### src/rtl/xor_stream_acc_pkg.sv
// Shared types for the XOR stream accumulator: operation codes and frame FSM states.
package xor_stream_pkg;

  typedef enum logic [1:0] {
    MODE_XOR  = 2'b00,
    MODE_XNOR = 2'b01,
    MODE_ACC  = 2'b10,
    MODE_ALT  = 2'b11
  } mode_e;

  typedef enum logic {
    ST_IDLE = 1'b0,
    ST_ACC  = 1'b1
  } state_e;

endpackage

### src/rtl/xor_stream_acc_if.sv
// Operand/result stream bundle for xor_stream_acc; the slave side is the block itself.
interface xor_stream_acc_if #(
  parameter int unsigned W  = 4,
  parameter int unsigned CW = 5
);
  logic          in_valid;
  logic          in_ready;
  logic [W-1:0]  x;
  logic [W-1:0]  y;
  logic [1:0]    mode;
  logic          in_last;
  logic          out_valid;
  logic          out_ready;
  logic [W-1:0]  f;
  logic          parity;
  logic [CW-1:0] count;

  modport master (
    output in_valid, x, y, mode, in_last, out_ready,
    input  in_ready, out_valid, f, parity, count
  );

  modport slave (
    input  in_valid, x, y, mode, in_last, out_ready,
    output in_ready, out_valid, f, parity, count
  );
endinterface

### src/rtl/xor_stream_acc_xor2.sv
// W-bit two-input XOR giving both the raw XOR and an optionally inverted copy.
module xor2_w #(
  parameter int unsigned W = 4
) (
  input  logic [W-1:0] a_i,
  input  logic [W-1:0] b_i,
  input  logic         inv_i,
  output logic [W-1:0] xor_o,
  output logic [W-1:0] f_o
);

  assign xor_o = a_i ^ b_i;
  assign f_o   = inv_i ? ~xor_o : xor_o;

endmodule

### src/rtl/xor_stream_acc.sv
// One-deep registered XOR/XNOR stage with frame-fold mode; emits result, parity and beat count.
module xor_stream_acc
  import xor_stream_pkg::*;
#(
  parameter int unsigned W  = 4,
  parameter int unsigned CW = 5
) (
  input logic             clk,
  input logic             rst,
  xor_stream_acc_if.slave bus
);

  state_e        state_q, state_d;
  logic [W-1:0]  acc_q, acc_d;
  logic [CW-1:0] beats_q, beats_d;
  logic [W-1:0]  f_q, f_d;
  logic [CW-1:0] count_q, count_d;
  logic          parity_q, parity_d;
  logic          out_valid_q, out_valid_d;

  logic          in_ready;
  logic          accept;
  logic          produce;
  logic [W-1:0]  xy_xor, xy_res, fold, res;
  logic [CW-1:0] beats_inc, res_cnt;

  xor2_w #(.W(W)) u_xor2 (
    .a_i   (bus.x),
    .b_i   (bus.y),
    .inv_i (bus.mode == MODE_XNOR),
    .xor_o (xy_xor),
    .f_o   (xy_res)
  );

  assign in_ready  = !out_valid_q || bus.out_ready;
  assign accept    = bus.in_valid && in_ready;
  assign fold      = acc_q ^ xy_xor;
  // Beat counter sticks at all-ones; the XOR fold keeps running regardless.
  assign beats_inc = (beats_q == {CW{1'b1}}) ? beats_q : beats_q + CW'(1);

  always_comb begin
    state_d     = state_q;
    acc_d       = acc_q;
    beats_d     = beats_q;
    f_d         = f_q;
    count_d     = count_q;
    parity_d    = parity_q;
    out_valid_d = out_valid_q;
    produce     = 1'b0;
    res         = '0;
    res_cnt     = '0;

    if (bus.out_ready) begin
      out_valid_d = 1'b0;
    end

    if (accept) begin
      unique case (state_q)
        ST_ACC: begin
          if (bus.in_last) begin
            produce = 1'b1;
            res     = fold;
            res_cnt = beats_inc;
            acc_d   = '0;
            beats_d = '0;
            state_d = ST_IDLE;
          end else begin
            acc_d   = fold;
            beats_d = beats_inc;
          end
        end
        default: begin
          if (bus.mode == MODE_ACC) begin
            if (bus.in_last) begin
              produce = 1'b1;
              res     = xy_xor;
              res_cnt = CW'(1);
            end else begin
              acc_d   = xy_xor;
              beats_d = CW'(1);
              state_d = ST_ACC;
            end
          end else begin
            // Mode 11 drives inv low, so it aliases plain XOR here.
            produce = 1'b1;
            res     = xy_res;
            res_cnt = CW'(1);
          end
        end
      endcase
    end

    if (produce) begin
      out_valid_d = 1'b1;
      f_d         = res;
      count_d     = res_cnt;
      parity_d    = ^res;
    end
  end

  always_ff @(posedge clk) begin
    if (rst) begin
      state_q     <= ST_IDLE;
      acc_q       <= '0;
      beats_q     <= '0;
      f_q         <= '0;
      count_q     <= '0;
      parity_q    <= 1'b0;
      out_valid_q <= 1'b0;
    end else begin
      state_q     <= state_d;
      acc_q       <= acc_d;
      beats_q     <= beats_d;
      f_q         <= f_d;
      count_q     <= count_d;
      parity_q    <= parity_d;
      out_valid_q <= out_valid_d;
    end
  end

  assign bus.in_ready  = in_ready;
  assign bus.out_valid = out_valid_q;
  assign bus.f         = f_q;
  assign bus.parity    = parity_q;
  assign bus.count     = count_q;

endmodule
### src/flat_wrapper.sv
// flat-port wrapper written by rule: the top's interface ports become plain ports
module xor_stream_acc_flat import xor_stream_pkg::*;
#(
  parameter int unsigned W  = 4,
  parameter int unsigned CW = 5
)
  (clk, rst, bus_in_valid, bus_x, bus_y, bus_mode, bus_in_last, bus_out_ready, bus_in_ready, bus_out_valid, bus_f, bus_parity, bus_count);
  xor_stream_acc_if #(.W(W), .CW(CW)) bus_i ();
  input logic clk;
  input logic rst;
  input wire logic [$bits(bus_i.in_valid)-1:0] bus_in_valid;
  input wire logic [$bits(bus_i.x)-1:0] bus_x;
  input wire logic [$bits(bus_i.y)-1:0] bus_y;
  input wire logic [$bits(bus_i.mode)-1:0] bus_mode;
  input wire logic [$bits(bus_i.in_last)-1:0] bus_in_last;
  input wire logic [$bits(bus_i.out_ready)-1:0] bus_out_ready;
  output wire logic [$bits(bus_i.in_ready)-1:0] bus_in_ready;
  output wire logic [$bits(bus_i.out_valid)-1:0] bus_out_valid;
  output wire logic [$bits(bus_i.f)-1:0] bus_f;
  output wire logic [$bits(bus_i.parity)-1:0] bus_parity;
  output wire logic [$bits(bus_i.count)-1:0] bus_count;
  assign bus_i.in_valid = bus_in_valid;
  assign bus_i.x = bus_x;
  assign bus_i.y = bus_y;
  assign bus_i.mode = bus_mode;
  assign bus_i.in_last = bus_in_last;
  assign bus_i.out_ready = bus_out_ready;
  assign bus_in_ready = bus_i.in_ready;
  assign bus_out_valid = bus_i.out_valid;
  assign bus_f = bus_i.f;
  assign bus_parity = bus_i.parity;
  assign bus_count = bus_i.count;
  xor_stream_acc #(.W(W), .CW(CW)) u_core (.clk(clk), .rst(rst), .bus(bus_i));
endmodule
### config.mk
export PLATFORM = sky130hd
export DESIGN_NAME = xor_stream_acc_flat
export DESIGN_NICKNAME = d
export VERILOG_FILES = /design/src/rtl/xor_stream_acc_pkg.sv /design/src/rtl/xor_stream_acc_if.sv /design/src/rtl/xor_stream_acc_xor2.sv /design/src/rtl/xor_stream_acc.sv /design/src/flat_wrapper.sv
export SDC_FILE = /design/constraint.sdc
export NUM_CORES = 1
export LEC_CHECK = 0
export ABC_AREA = 1
export BUFFER_PORTS_ARGS = -buffer_cell sky130_fd_sc_hd__buf_2
export CORE_MARGIN = 2
export CORE_UTILIZATION = 38
export DETAILED_ROUTE_END_ITERATION = 7
export PLACE_DENSITY = 0.66
export REMOVE_ABC_BUFFERS = 1
export SYNTH_ARGS = -nofsm -noshare
export SYNTH_HDL_FRONTEND = slang
export SYNTH_SLANG_ARGS = --single-unit
### constraint.sdc
create_clock -name clk -period 1.9 [get_ports clk]
set_clock_uncertainty 0.05 [all_clocks]
set_input_delay 0.38 -clock clk [delete_from_list [all_inputs] [get_ports clk]]
set_output_delay 0.38 -clock clk [all_outputs]
set_load 0.02 [all_outputs]
Word-level counts from Yosys, hierarchy flattened --
Cells that the tools add are included.
Word-level totals: register bits 21, output and inout bits 12, logic and storage cells 51
Operators by class: add/subtract/negate cells 1, eq/ne operators 4, mux-type cells 29, bitwise logic cells 3, reduce and logical (&&, ||, !) cells 7
Operator list (count):
- $mux 4 | 10
- $mux 5 | 8
- $mux 1 | 11
- $xor 4x4->4 | 2
- $add 5x1->5 const B | 1
- $eq 5x5->1 const B | 1
- $not 4->4 | 1
- $reduce_bool 2->1 | 2
- $reduce_xor 4->1 | 1
- $reduce_and 3->1 | 1
- $eq 2x1->1 const B | 1
- $eq 2x2->1 const B | 1
- $ne 2x1->1 const B | 1
- $logic_and 1x1->1 | 1
- $logic_not 1->1 | 1
- $logic_or 1x1->1 | 1

Logic depth before layout (Yosys ltp) --
Gate-level depths: netlist of run 1.
depth in word-level cells 7, mapped depth 13, mapped depth without buffers 13

Cells and area by module --
Synthesis of run 1 repeated with hierarchy kept, for this count alone.
Unflattened totals: cell total of the unflattened synthesis 233, area, all modules 1400.1 µm²
By module, submodules not included:
- xor_stream_acc | times used 1, cells each 192, area each 1236.2 µm², sequential area each 420.4 µm²
- xor2_w | times used 1, cells each 41, area each 163.9 µm², sequential area each 0.0 µm²

Least setup slack after synthesis of run 1 --
Ideal clock, no wire load.
path type input -> register, start in bus_out_ready, end reg u_core.count_q[0], in the netlist u_core.bus.count[0], library setup time 117 ps, data arrival time 1214 ps, data required time 1733 ps, setup slack 519 ps, cell stages on the path 7, path buffers 0, cells stage by stage inv_1 nand2_2 nand2_2 nor3_4 nand2_2 o221ai_1 inv_1
Between the ends: longest elaborated chain between the ends 3, elaborated cells between the ends (all ways) 4
Ends and longest elaborated chain:
- start, declared | RTL line flat_wrapper.sv:16 | input wire logic [$bits(bus_i.out_ready)-1:0] bus_out_ready;
- $logic_or 1x1->1 * | RTL line xor_stream_acc.sv:35 | assign in_ready = !out_valid_q || bus.out_ready;
- net bus_in_ready | RTL line flat_wrapper.sv:17 | output wire logic [$bits(bus_i.in_ready)-1:0] bus_in_ready;
- $logic_and 1x1->1 * | RTL line xor_stream_acc.sv:36 | assign accept = bus.in_valid && in_ready;
- $mux 5 / $mux 1 (equally long branches) | RTL line xor_stream_acc.sv:57 | if (accept) begin
- end signal, assigned | RTL line xor_stream_acc.sv:115 | count_q <= count_d;
- end, declared | RTL line xor_stream_acc.sv:17 | logic [CW-1:0] count_q, count_d;
Mark *: on every way through the listed nets, which the timed path passes. The rest lies on a longest branch. A chain may end at the register's enable or synchronous reset.

Final worst setup path of run 1 --
start reg u_core.beats_q[0], end reg u_core.beats_q[1]
Between the ends: longest elaborated chain between the ends 4, elaborated cells between the ends (all ways) 5
Ends and longest elaborated chain:
- start, declared | RTL line xor_stream_acc.sv:15 | logic [CW-1:0] beats_q, beats_d;
- start signal, assigned | RTL line xor_stream_acc.sv:113 | beats_q <= beats_d;
- $add 5x1->5 / $eq 5x5->1 (equally long branches) | RTL line xor_stream_acc.sv:39 | assign beats_inc = (beats_q == {CW{1'b1}}) ? beats_q : beats_q + CW'(1);
- $mux 5 * | RTL line xor_stream_acc.sv:39
- $mux 5 * | RTL line xor_stream_acc.sv:60 | if (bus.in_last) begin
- $mux 5 * | RTL line xor_stream_acc.sv:58 | unique case (state_q)
Mark *: on every way between the ends. The rest lies on a longest branch, timed or not.

==> run summary, run 1 <==
The violation count after the first detailed-route iteration came out at 75. The weighted congestion at the end of routability-driven global placement came out at 0.833. The number of placed instances with taps included came out at 289.

The min-delay analysis places its worst path in the category in -> reg. The tightest hold margin is 0.310 ns. The starting density of the core is 0.401. The residual antenna-violating net count after detailed routing is 0.

The aggregate negative setup slack is 0 ns. For the finished layout, the period the worst path requires is 1.51 ns. The count of hold buffers inserted by post-cts repair came out at 0. The number of cells on the worst hold path came out at 4. The most used flip-flop cell after synthesis is sky130_fd_sc_hd__dfxtp_1. The worst reg-to-reg path cell count is 8. The kind of launch point of the worst setup path is a register. The final number of setup-violating endpoints came out at 0. The slew at the pin with the worst max-slew slack came out at 0.337 ns. The worst vdd rail ir drop is 0.229 mV. The fraction of the cycle the final worst path needs is 0.795.

The adder and majority gate portion of the synthesized area is 0.00922. In this design, the critical path's most frequently occurring cell is sky130_fd_sc_hd__inv_1. The die covers 4070 sq um.

Once the clock tree was built, the resizer swapped 0 gates to a different size. For this run, the total global-route usage over all layers was measured as 0.155. The classification of the worst setup path is reg -> reg. The die extent in x came out at 63.8 um. After technology mapping, the gate count stands at 218. The leakage power is 0.801 nW. After layout, the design draws a total of 0.000961 W. Of the post-synthesis cell area, the dominant cell type holds 0.310. The arrival time of the worst setup path is 1.65 ns. The total congestion overflow is 0. At the later pin of the worst-skew pair, clock insertion delay measures 0.30 ns.

The mean number of vias per cell came out at 4.61. The critical path data required time is 2.04 ns. The number of antenna violations at the first check in global routing came out at 0. In this run the count of I/O pins placed on the die edge is 27.

The first detailed-routing pass ran for 4 iterations. The final max-slew violation count came out at 0. The critical register-to-register path endpoint is u_core.beats_q[1]. The worst hold path begins at bus_out_ready. The number of distinct library cells after synthesis is 28.

The sequential-to-total area share from yosys stat is 0.310. In this run the number of H-tree levels came out at 1. The beginning of the worst register-to-register path is u_core.beats_q[0]. The hold violation count in the final report came out at 0. The number of buffers inserted by post-CTS setup repair is 0.

The antenna cell count is 0. The synthesized-area fraction occupied by ao, oa, aoi and oai cells came out at 0.150. The simple-gate portion of the synthesized area came out at 0.410. The peak per-stage delay on the critical path came out at 0.39 ns.

The highest clock frequency the design can meet came out at 662 MHz. TritonCTS built the clock tree. After the flow finishes, the layout carries non-filler instances totaling 293. The via count came out at 1352. The estimated wirelength of the detail-placed design came out at 2260 um. The total detailed-routing wirelength is 2830 um. The maximum clock insertion buffer count is 2. The vertical extent of the die came out at 63.8 um. The largest fanout on the critical path is 5. STA classifies the critical path endpoint as a register. The multiplexer share of the synthesized area is 0. The largest net degree at the start of global routing came out at 13.

Setup repair after global routing left no endpoint under its margin. Counting every sink on the clock net gives 21. After synthesis, the share of flip-flops with an asynchronous set or reset is 0.

After synthesis, the mean cell area works out to 6.23 sq um. The area of the placeable core came out at 3390 sq um. The total number of nets in the final design is 264. The number of maximum-capacitance constraint violations is 0.

The cell area that synthesis handed to floorplanning was 1360 sq um. During placement, the flow inserted port buffers numbering 26. The number of warnings printed during yosys synthesis came out at 0. The count of state elements after synthesis is 21. At the end of the flow the core is filled with cells to 0.463. The signal on the critical path passes through ha_1 > nand2_1 > inv_1 > nand3_2 > a21oi_1 > o22ai_1 > inv_1 > nor2_1. The share of layout cells above drive strength 1 is 0.239.

Ranked by total cell area, the synthesized netlist is headed by sky130_fd_sc_hd__dfxtp_1 31%, sky130_fd_sc_hd__nand2_1 20%, sky130_fd_sc_hd__inv_1 7.2%, sky130_fd_sc_hd__nand3_1 7.0%, sky130_fd_sc_hd__a21oi_1 4.4%. The clock edge transition at the registers on the reported setup and hold paths came out at 0.12 ns. The setup slack on the worst flop-to-flop path came out at 0.39 ns.

The combinational family with the most area after synthesis is simple AND/OR/NAND/NOR gates. The count of filler cells inserted in the layout is 366. Yosys mapped a number of flops with a built-in enable equal to 0. The number of clock buffers added by TritonCTS is 3. The flow ran to the end, and the final reports show no timing, DRC or antenna violations. On the critical path, the stage with the largest delay is an instance of sky130_fd_sc_hd__dfxtp_1.

The end point of the most critical hold path is u_core.bus.out_valid. The tree is rooted in a sky130_fd_sc_hd__clkbuf_4. Row generation in the floorplan step produced 21 rows. The power per unit of standard cell area is 613 nW/um^2. The biggest area contributor in the post-synthesis netlist is sky130_fd_sc_hd__dfxtp_1. The via count of the first global-routing pass came out at 1238.

The routed length per placed instance is 9.67 um. The worst relative slew slack came out at 0.774. The first-pass GRT wire length came out at 5130 um. The number of design rule violations left after detail routing is 0.

The parity-gate share of the synthesized area counting xor and xnor cells came out at 0.0129. Relative to the synthesized area, the layout overhead comes to 15.5%.
## Yosys cell counts, types with 2 or more instances
cell type / count
sky130_fd_sc_hd__nor2_2: 6
sky130_fd_sc_hd__a21oi_1: 12
sky130_fd_sc_hd__nand2_2: 7
sky130_fd_sc_hd__nand3_1: 19
sky130_fd_sc_hd__o21a_1: 2
sky130_fd_sc_hd__nand2_1: 74
sky130_fd_sc_hd__dfxtp_1: 21
sky130_fd_sc_hd__inv_2: 10
sky130_fd_sc_hd__o21ai_1: 5
sky130_fd_sc_hd__a221oi_1: 2
sky130_fd_sc_hd__inv_1: 26
sky130_fd_sc_hd__nor2_1: 14
sky130_fd_sc_hd__o21ai_0: 4
sky130_fd_sc_hd__xor2_1: 2
## final cells by class
class	instances	area [sq um]	area share
clock buffer	4	26.3	0.0168
inverter	36	135	0.0862
multi-input combinational	159	791	0.504
sequential	21	420	0.268
tap	46	57.6	0.0367
timing repair buffer	27	138	0.0878
## worst max-delay path, delay by kind of cell (launching register included)
family | cells | cell delay [ns]
fa+ha+maj | 1 | 0.18
compound gates | 2 | 0.41
simple gates | 3 | 0.22
flops | 1 | 0.39
buf+inv | 2 | 0.15
## state kept, by name, indices dropped and copies added (netlist names)
name and flops:
u_core.state_q 1, u_core.beats_q 5, u_core.bus.parity 1, u_core.bus.f 4, u_core.bus.out_valid 1, u_core.bus.count 5
u_core.acc_q 4
## cells in the final DEF, fill, tap and decap left out, types with 6 or more instances in the layout
cell type	n
sky130_fd_sc_hd__nor2_1	14
sky130_fd_sc_hd__inv_1	26
sky130_fd_sc_hd__buf_2	26
sky130_fd_sc_hd__nor2_2	6
sky130_fd_sc_hd__inv_2	10
sky130_fd_sc_hd__nand3_1	19
sky130_fd_sc_hd__nand2_1	74
sky130_fd_sc_hd__dfxtp_1	21
sky130_fd_sc_hd__nand2_2	7
sky130_fd_sc_hd__a21oi_1	12
## worst max path at each step
stage                           start             endpoint  slack [ns]
global placement          bus_mode[1]    u_core.bus.parity        0.33
finish              u_core.beats_q[0]    u_core.beats_q[1]        0.39
CTS                 u_core.beats_q[0]    u_core.beats_q[1]        0.39
detailed placement        bus_mode[1]    u_core.bus.parity        0.35
global route        u_core.beats_q[0]  u_core.bus.count[0]        0.19
floorplan               bus_out_ready  u_core.bus.count[0]        0.51
## cells by family (layout without fill, tap and decap cells)
group           after synthesis  in the layout
compound gates               32             32
xor+xnor                      2              2
fa+ha+maj                     1              1
buf+inv                      38             67
flops                        21             21
simple gates                124            124
## power breakdown
group	internal [W]	switching [W]
Sequential	0.000464	0.0000169
Clock	0.0000817	0.000132
Combinational	0.0000920	0.000174
Total	0.000638	0.000322
## layer usage
layer / part of all wire / vias to the layer above / global-route usage
met5: 0 / - / 0
met1: 0.53 / 574 / 0.216
li1: - / 746 / -
met3: 0.035 / 2 / 0.0211
met4: 0.0035 / 0 / 0.0408
met2: 0.44 / 30 / 0.253
## through the flow
step / setup WS (ns) / cell area, sq um
final: 0.390 / 1570
after floorplan: 0.514 / 1350
after global routing: 0.191 / 1570
after CTS: 0.386 / 1570
after detailed placement: 0.354 / 1540
after global placement: 0.334 / 1540
(Power assumes the default switching activity.)
==> run 2, diff against run 1 <==
- PLACE_DENSITY: 0.66 -> 0.68
- clock period: 1.9 -> 1.3 ns (I/O delays scaled with it)
==> run summary, run 2 (synthesis results as in run 1) <==
The vertical extent of the die is 63.8 um. For this block, the routed nets add up to 3350 um of wire. The tree is rooted in a sky130_fd_sc_hd__clkbuf_4. The core region is 3390 sq um. The maximum clock insertion buffer count is 2.

The peak per-stage delay on the critical path is 0.37 ns. The violation count after the first detailed-route iteration is 57. Setup repair after global routing could not meet its margin everywhere. The final worst setup slack is -0.0602 ns.

Of the total power, the share spent switching nets is 0.344. The total number of nets in the final design came out at 291. The checks that failed: setup timing. The via count came out at 1512. The library cell used most frequently in the layout, excluding fill and tap cells, is sky130_fd_sc_hd__nand2_1. The run finished, with violations left. The type of element capturing the critical path is a register. The number of sinks handled by clock tree synthesis is 21.

The top-level port count is 27. The TritonCTS buffer count is 3. The switching power total came out at 0.000530 W. The residual antenna-violating net count after detailed routing came out at 0. The largest fanout on the critical path came out at 5. The floorplan step defined a die boundary enclosing 4070 sq um.

The synthesis-to-finish area growth came out at 37.2%. TritonCTS built the clock tree. The worst setup path is of the reg -> reg kind.

By instance count, the cell type seen most on the critical path is sky130_fd_sc_hd__inv_1. The number of design rule violations left after detail routing came out at 0. The floorplan row count is 21. The count of hold buffers inserted by post-cts repair is 0. The fraction of the cycle the final worst path needs came out at 1.05. The estimated wirelength of the detail-placed design is 2560 um. The power per unit of standard cell area is 827 nW/um^2. The routed length per placed instance is 10.5 um. The hold violation count in the final report came out at 0.

The share of layout cells above drive strength 1 came out at 0.361. The starting density of the core came out at 0.401. At the end of routability-driven placement, the weighted congestion stood at 0.958.

The first global-routing pass estimated 5880 um of wire. The mean number of vias per cell is 4.73. Leaving out fill and tap cells, the most frequent cells in the layout are 72 x sky130_fd_sc_hd__nand2_1, 25 x sky130_fd_sc_hd__inv_1, 25 x sky130_fd_sc_hd__buf_2, 25 x sky130_fd_sc_hd__buf_4, 19 x sky130_fd_sc_hd__nand3_1. The number of H-tree branching levels came out at 1. For the worst setup path, the data required time is 1.47 ns.

At the pin with the least slew margin, the transition time is 0.304 ns. The worst path in the final design needs a cycle of 1.36 ns, including I/O delays and setup. Among all stages on the critical path, the largest delay is contributed by sky130_fd_sc_hd__dfxtp_2. The worst pin sits at a relative slew slack of 0.795. The total congestion overflow is 0. The placement-stage worst setup slack came out at -0.142 ns. The clock share of power is 0.216. The highest clock frequency the design can meet came out at 735 MHz. The number of maximum-capacitance constraint violations is 0. In this run the static leakage power is 0.957 nW. Across the VDD grid, the largest voltage drop is 0.380 mV.

The number of antenna diodes in the final layout is 0. In this run the register-to-register setup slack is -0.06 ns. The number of optimization iterations in the first detailed-route pass came out at 4. Adding up every negative setup slack in the final design gives -0.154 ns. The die extent in x is 63.8 um. The clock edge transition at the registers on the reported setup and hold paths came out at 0.12 ns.

STA puts the critical path data arrival time at 1.53 ns. Walking the worst path, the cells encountered are ha_4 > nand2_2 > inv_2 > nand3_4 > xor2_2 > inv_1 > nor2_1 > o221ai_1 > inv_1. The number of antenna violations at the first check in global routing came out at 0. Input and output buffers added on the ports amount to 26. The final max-slew violation count is 0.

The overall routing resource usage is 0.180. The via count of the first global-routing pass came out at 1364. The count of filler cells inserted in the layout is 338. The sequential power share is 0.460. The largest net degree at the start of global routing is 12. The clock insertion delay at the later pin of the skew report is 0.31 ns.

Cell internal power was estimated by the tool at 0.00101 W. The type of the tightest min-delay check is in -> reg. The final number of setup-violating endpoints came out at 5.

The combinational power share is 0.324. The kind of launch point of the worst setup path is a register.
==> run 2: stage by stage <==
step / std cells / util / instance area [sq um] / hold slack (ns) / power, W
final: 320 / 0.550 / 1860 / 0.123 / 0.00154
after global routing: 320 / 0.550 / 1860 / 0.130 / 0.00164
after CTS: 318 / 0.530 / 1800 / 0.125 / 0.00151
after detailed placement: 314 / 0.510 / 1730 / 0.394 / 0.00119
after global placement: 314 / 0.510 / 1730 / 0.391 / 0.00118
after floorplan: 216 / - / 1350 / 0.279 / 0.000994
==> run 2: timing repair <==
action | 4_1_cts | 5_1_grt
gates resized for setup | 12 | 16
pin swaps | 5 | 5
endpoints found under the setup margin | 16 | 20
setup buffers | 0 | 2
==> run 2: per-layer routing <==
metal	share of wire	vias to the layer above	track usage
met5	0	-	0
met4	0.013	0	0.0571
met3	0.058	4	0.0264
met2	0.44	48	0.275
met1	0.49	658	0.259
li1	-	802	-
==> run 2: worst paths after layout <==
kind / end / start / cells past startpoint
setup reg to reg: u_core.bus.count[0] / u_core.beats_q[1] / 9
setup / recovery: u_core.bus.count[0] / u_core.beats_q[1] / 9
hold / removal: u_core.acc_q[3] / rst / 2
hold reg to reg: u_core.bus.f[2] / u_core.bus.f[2] / 2
==> run 2: final cells by class <==
| class | count | area, sq um | share of cell area |
|---|---|---|---|
| multi-input cells | 159 | 856 | 0.459 |
| flip-flops and latches | 21 | 428 | 0.230 |
| repair buffers | 54 | 358 | 0.192 |
| inverters | 36 | 138 | 0.0739 |
| well taps | 46 | 57.6 | 0.0309 |
| clock buffers | 4 | 26.3 | 0.0141 |
==> run 2: power groups by stage <==
stage	Clock [W]	Combinational, W	Sequential, W
2_1_floorplan	0	0.000249	0.000746
3_3_place_gp	0	0.000462	0.000718
3_5_place_dp	0	0.000467	0.000719
4_1_cts	0.000334	0.000473	0.000707
5_1_grt	0.000369	0.000559	0.000714
6_report	0.000333	0.000499	0.000709
==> run 2: critical path: cells and delay by family, from the launching register on <==
| family | cells | cell delay [ns] |
|---|---|---|
| fa+ha+maj | 1 | 0.14 |
| simple gates | 3 | 0.18 |
| buf+inv | 3 | 0.18 |
| flops | 1 | 0.37 |
| compound gates | 1 | 0.15 |
| xor+xnor | 1 | 0.20 |
